`src/rtl/mips_pkg.sv`:
```
// rtl/mips_pkg.sv - shared register-file widths, address type and zero-register constant
package mips_pkg;

    localparam int DATA_W_DEF = 32;
    localparam int REG_N_DEF  = 32;
    localparam int ADDR_W_DEF = $clog2(REG_N_DEF);

    typedef logic [ADDR_W_DEF-1:0] reg_addr_t;

    localparam reg_addr_t ZERO_REG = '0;

endpackage

```
`src/rtl/reg_scoreboard.sv`:
```
// rtl/reg_scoreboard.sv - per-register busy bits with issue-set over writeback-clear over flush
module reg_scoreboard
    import mips_pkg::*;
#(
    parameter int REG_N  = REG_N_DEF,
    parameter int ADDR_W = $clog2(REG_N)
) (
    input  logic              clk,
    input  logic              reset,
    input  logic              set_en,
    input  logic [ADDR_W-1:0] set_reg,
    input  logic              clr_en,
    input  logic [ADDR_W-1:0] clr_reg,
    input  logic              flush,
    output logic [REG_N-1:0]  busy
);

    logic [REG_N-1:0] busy_next;

    // Later assignments win: flush, then writeback clear, then issue set.
    always_comb begin
        busy_next = busy;
        if (flush) begin
            busy_next = '0;
        end
        if (clr_en) begin
            busy_next[clr_reg] = 1'b0;
        end
        if (set_en && (set_reg != ADDR_W'(ZERO_REG))) begin
            busy_next[set_reg] = 1'b1;
        end
        busy_next[0] = 1'b0;
    end

    always_ff @(posedge clk or posedge reset) begin
        if (reset) begin
            busy <= '0;
        end else begin
            busy <= busy_next;
        end
    end

endmodule

```
`src/rtl/reg_file.sv`:
```
// rtl/reg_file.sv - two-read one-write register file with busy scoreboard
// Optional write-through read path when REG_FILE_BYPASS_EN is defined.
module reg_file
    import mips_pkg::*;
#(
    parameter int DATA_W = DATA_W_DEF,
    parameter int REG_N  = REG_N_DEF,
    parameter int ADDR_W = $clog2(REG_N)
) (
    input  logic              clk,
    input  logic              reset,
    input  logic              RegWriteW,
    input  logic [ADDR_W-1:0] WriteRegW,
    input  logic [DATA_W-1:0] ResultW,
    input  logic [ADDR_W-1:0] RdAddr1,
    input  logic [ADDR_W-1:0] RdAddr2,
    output logic [DATA_W-1:0] RdData1,
    output logic [DATA_W-1:0] RdData2,
    input  logic              IssueValid,
    input  logic [ADDR_W-1:0] IssueReg,
    input  logic              Flush,
    output logic              Busy1,
    output logic              Busy2
);

    logic [DATA_W-1:0] regs [REG_N];
    logic [REG_N-1:0]  busy;
    logic              write_en;

    assign write_en = RegWriteW && (WriteRegW != ADDR_W'(ZERO_REG));

    always_ff @(posedge clk or posedge reset) begin
        if (reset) begin
            for (int i = 0; i < REG_N; i++) begin
                regs[i] <= '0;
            end
        end else if (write_en) begin
            regs[WriteRegW] <= ResultW;
        end
    end

    reg_scoreboard #(
        .REG_N  (REG_N),
        .ADDR_W (ADDR_W)
    ) u_scoreboard (
        .clk     (clk),
        .reset   (reset),
        .set_en  (IssueValid),
        .set_reg (IssueReg),
        .clr_en  (RegWriteW),
        .clr_reg (WriteRegW),
        .flush   (Flush),
        .busy    (busy)
    );

    always_comb begin
        RdData1 = (RdAddr1 == ADDR_W'(ZERO_REG)) ? '0 : regs[RdAddr1];
        RdData2 = (RdAddr2 == ADDR_W'(ZERO_REG)) ? '0 : regs[RdAddr2];
        Busy1   = busy[RdAddr1];
        Busy2   = busy[RdAddr2];
`ifdef REG_FILE_BYPASS_EN
        if (write_en && (WriteRegW == RdAddr1)) begin
            RdData1 = ResultW;
            Busy1   = 1'b0;
        end
        if (write_en && (WriteRegW == RdAddr2)) begin
            RdData2 = ResultW;
            Busy2   = 1'b0;
        end
`endif
        // The bypass path must not leak ResultW while reset holds the outputs at zero.
        if (reset) begin
            RdData1 = '0;
            RdData2 = '0;
            Busy1   = 1'b0;
            Busy2   = 1'b0;
        end
    end

endmodule

```
`config.mk`:
```
export PLATFORM = sky130hd
export DESIGN_NAME = reg_file
export DESIGN_NICKNAME = d
export VERILOG_FILES = /design/src/rtl/mips_pkg.sv /design/src/rtl/reg_scoreboard.sv /design/src/rtl/reg_file.sv
export SDC_FILE = /design/constraint.sdc
export NUM_CORES = 2
export LEC_CHECK = 0
export CORE_ASPECT_RATIO = 0.75
export CORE_MARGIN = 10
export CORE_UTILIZATION = 25
export DETAILED_ROUTE_END_ITERATION = 10
export PLACE_DENSITY = 0.38
export SETUP_SLACK_MARGIN = 0.05
export SYNTH_ARGS = -nofsm -noshare
export SYNTH_HDL_FRONTEND = slang
export SYNTH_HIERARCHICAL = 1
export SYNTH_SLANG_ARGS = --single-unit
```
`constraint.sdc`:
```
create_clock -name clk -period 141.1 [get_ports clk]
set_clock_uncertainty 0.05 [all_clocks]
set_input_delay 35.275 -clock clk [delete_from_list [all_inputs] [get_ports clk]]
set_output_delay 35.275 -clock clk [all_outputs]
set_load 0.1 [all_outputs]
```
### Word level (Yosys, flattened, before mapping)

Cells that the tools add are included.

| word-level totals | value |
|---|---|
| flip-flop bits (word level) | 1055 |
| latch bits | 0 |
| RAM bits | 0 |
| ROM bits | 0 |
| output and inout bits | 66 |
| word-level logic and storage cells | 84 |
| memories | 0 |

| cells by class | value |
|---|---|
| add/subtract/negate cells | 0 |
| multiply operators | 0 |
| divide/modulo/power cells | 0 |
| magnitude comparators | 10 |
| eq/ne operators | 0 |
| shift-type cells | 0 |
| mux-type cells | 26 |
| bitwise logic cells | 6 |
| reductions and logical operators | 9 |

Operator list:

| kind | number |
|---|---|
| $bwmux 1024 | 1 |
| $mux 32 | 12 |
| $bmux 32 s5 | 2 |
| $demux 32 s5 | 1 |
| $and 32x32->32 | 1 |
| $not 32->32 | 1 |
| $or 32x32->32 | 1 |
| $lt 5x6->1 const B | 4 |
| $ge 6x6->1 const B | 3 |
| $not 5->6 | 3 |
| $bmux 1 s5 | 2 |
| $demux 1 s5 | 2 |
| $ge 5x1->1 const B | 2 |
| $logic_not 5->1 | 2 |
| $reduce_bool 5->1 | 2 |
| $lt 6x1->1 const B | 1 |
| $mux 1 | 6 |
| $logic_and 1x1->1 | 5 |

### Longest topological paths before layout

| depth | value |
|---|---|
| depth after elaboration | 9 |
| gate-level depth with buffers | 7 |
| mapped depth without buffers | 4 |

### Hierarchy

The synthesis kept the hierarchy.

By module, submodules not included:

| module | times used | cells each | area each (um^2) | sequential area each (um^2) |
|---|---|---|---|---|
| reg_file | 1 | 3410 | 54858.9 | 25624.6 |
| reg_scoreboard | 1 | 156 | 1491.4 | 775.7 |

### Least setup slack after synthesis

OpenSTA, ideal clock, no wires.

| path | value |
|---|---|
| kind | input -> output |
| from | input port reset |
| to | output port RdData2[11] |
| arrival time | 62419 ps |
| slack | 43356 ps |
| stages | 3 |
| buffers on the path | 0 |
| cells stage by stage | inv_1 -> nand3_1 -> o221ai_1 |

| on the way | value |
|---|---|
| word-level cells in the longest chain between the ends | 1 |

RTL lines:

| what | RTL line | text |
|---|---|---|
| start, declared | reg_file.sv:11 | `input logic reset,` |
| $mux 32 | reg_file.sv:72 | `if (reset) begin` |
| end, declared | reg_file.sv:18 | `output logic [DATA_W-1:0] RdData2,` |

Every way passes these cells.

### Final worst setup path

| path | value |
|---|---|
| from | input port reset |
| to | output port RdData1[18] |

| on the way | value |
|---|---|
| word-level cells in the longest chain between the ends | 1 |

RTL lines:

| what | RTL line | text |
|---|---|---|
| $mux 32 | reg_file.sv:72 |  |
| end, declared | reg_file.sv:17 | `output logic [DATA_W-1:0] RdData1,` |

Every way passes these cells.

==> reports/qor.txt <==
Outcome: completed
Post-Synthesis Cells: 3,566
IO Count: 123
Initial antenna violation count: 15
Post-CTS Hold Buffers: 0
Top cells by count, synth: dfrtp_1, mux2_2, mux4_2
Detail Route Antenna Nets: 0
Mux cell area share after synthesis: 0.456
Die Area: 245,000 sq um
Clock edge transition at the registers on the reported setup and hold paths: 0.06 ns
CP arrival: 40.69 ns
Worst skew pair latency: 0.71 ns
Share of post-route cells with drive strength above 1: 0.510
Post-synth top area share: 0.469
CTS tree: built
R2R setup slack: 140.20 ns
Cell Pwr Density: 14.3 nW/um^2
Synth-to-Final Area Change: 14.0%
Root Buffer Master: clkbuf_16
Syn Area/Cell: 15.8 sq um
Simple-gate share of the synthesized area: 0.0125
Final hold vios: 0
FFs w/ async S/R, synth: 1.00
Gpl congestion: 0.704
Total number of vias: 33,900
Critical path class: input pin to primary output
CP endpoint kind: primary output
Crit path from: reset
Iter 0 DRT Violations: 2,467
Worst r2r src: u_scoreboard/busy[1]$_DFF_PP0_
Netlist Area Pre-Place: 56,400 sq um
Final min period: 76.01 ns
Slew HR: 0.165
Setup TNS: 0 ns
Port bufs: 122
Synthesized Nets: 3,623
RSZ-0062 raised after global routing: false
Avg Vias per Cell: 5.16
Sw Share: 0.290
Total global routing overflow: 0
Peak supply drop: 0.0000105 V
Largest net degree at the start of global routing: 134
Pre-antenna DRT Iters: 5
Ranking of synthesized cells by area: dfrtp_1, mux4_2, mux2_2
Fin. max-slew vios: 0
Max_cap viols: 0
CP Capture Point: RdData1[18]
CTS buffer count: 116
Initial core utilization: 0.252
Vias in the first global route: 35,800
GRT Overall Usage: 0.164
Post-synth EDFFs: 0
Top-count cell post-synth: dfrtp_1
Yosys warning total: 6
Peak Freq: 13.2 MHz
Biggest area consumer among synthesized cells: dfrtp_1
CP startpoint kind: input pin
Fin crit share: 0.539
Internal power: 0.653 mW
Gates resized, CTS repair: 0
Worst Tran Pin Value: 1.25 ns
Hold Slack: 0.345 ns
Synth unique cells: 36
# nets final: 3,562
FF-to-FF path depth: 3
Largest fanout on the critical path: 95
Chip width: 568 um
Final setup viols: 0
Reg power frac: 0.434
Post-CTS Setup Bufs: 0
Crit path required time: 105.78 ns
Switching power: 0.267 mW
Compound-gate portion of the synthesized area: 0.0269
Design Area, Final: 64,200 sq um
Leakage power: 26.8 nW
Crit Reg-Reg Endpoint: u_scoreboard/busy[1]$_DFF_PP0_
DRC viols: 0
XOR/XNOR Fraction of Synth Area: 0
# H-tree levels: 3
Combinational group share of total power: 0.217
Largest family of logic cells by synthesized area: multiplexers
WL per Instance: 31.2 um
First-pass GRT wire length: 293 mm
Die Ht: 431 um
Core Region: 224,000 sq um
Post-DP HPWL: 113 mm
Clk pwr share: 0.349
Synth Flop Type: dfrtp_1
Dpl cell area: 60,300 sq um
Adder-Cell Fraction of Synth Area: 0
Sink Count: 1,055
Row count: 150
Post-Route WL: 205 mm
FF+latch count, synth: 1,055
Sequential element share of the synthesized area: 0.469
Clock Path Buffers: 3
Hold/Removal Path Class: flip-flop to flip-flop
placed cells by master, fill, tap and decap left out, types with 3 or more instances in the layout:
master	instances
clkbuf_16	121
mux2_1	9
buf_6	4
clkbuf_8	23
o221ai_1	66
o21ai_0	19
clkdlybuf4s50_1	112
nor3b_1	4
buf_4	99
nor3_1	3
buf_8	4
o22a_1	64
or3b_1	3
mux4_2	526
mux2_2	984
mux2i_1	265
nand2_1	3
clkinv_2	15
nand2_4	17
nand3b_1	14
nor2_1	6
bufinv_16	10
or3b_4	4
dfrtp_1	1055
nand2b_1	4
nand3_1	7
nor2_4	16
clkbuf_1	38
nor2b_1	31
o21ai_1	45
cell families (layout without fill, tap and decap cells):
logic type,after synthesis,in the layout
other cells,1,3
compound gates,201,201
mux,1784,1784
buf+inv,403,432
flops,1055,1055
simple gates,122,122
power groups by stage:
| stage | registers (mW) | clock network [mW] | logic [mW] |
|---|---|---|---|
| 5_1_grt | 0.407 | 0.345 | 0.214 |
| 3_3_place_gp | 0.403 | 0 | 0.200 |
| 4_1_cts | 0.398 | 0.331 | 0.203 |
| 3_5_place_dp | 0.403 | 0 | 0.202 |
| 6_report | 0.399 | 0.321 | 0.200 |
| 2_1_floorplan | 0.390 | 0 | 0.159 |
state kept, by name (all words and copies together), names as in the netlist:
name               count
u_scoreboard/busy     31
regs                1024
area by class of cell:
type                    instances  area, sq um
fillers                     22300       159000
well taps                    2964         3710
repair buffers                222         2010
flip-flops and latches       1055        26400
diodes                          2         5.00
multi-input cells            2108        28200
clock buffers                 182         3490
inverters                       2         15.0
clock inverters                26          384
how the worst min path moves through the flow:
stage | startpoint | end | slack, ns | cells past startpoint
after floorplan | regs[1000]$_DFFE_PP0P_ | regs[1000]$_DFFE_PP0P_ | 0.39 | 1
after global placement | regs[1020]$_DFFE_PP0P_ | regs[1020]$_DFFE_PP0P_ | 0.33 | 0
after detailed placement | regs[1008]$_DFFE_PP0P_ | regs[1008]$_DFFE_PP0P_ | 0.33 | 0
after CTS | regs[1020]$_DFFE_PP0P_ | regs[1020]$_DFFE_PP0P_ | 0.35 | 0
after global routing | regs[999]$_DFFE_PP0P_ | regs[999]$_DFFE_PP0P_ | 0.36 | 0
final | regs[1017]$_DFFE_PP0P_ | regs[1017]$_DFFE_PP0P_ | 0.34 | 0
stage by stage:
step                worst slack (ns)  power (mW)  instances   util
finish                         65.09       0.920       6561  0.287
global placement               65.09       0.603       6351  0.270
global route                   64.88       0.965       6560  0.287
floorplan                      43.36       0.549       3566      -
CTS                            65.09       0.932       6559  0.287
detailed placement             65.11       0.605       6351  0.270
metal layers:
metal / track usage / wire length [um] / vias to the layer above
met4: 0.0302 / 3720 / 0
met1: 0.250 / 103000 / 19100
met5: 0 / 0 / -
li1: - / - / 13800
met2: 0.245 / 88900 / 763
met3: 0.0273 / 9510 / 191
critical path, stage by stage:
cell and delay (ns):
clkdlybuf4s50_1 0.74, inv_8 0.70, nand3_4 1.06, o221ai_1 1.42, clkdlybuf4s50_1 1.34
Power figures use the tool's default switching activity.
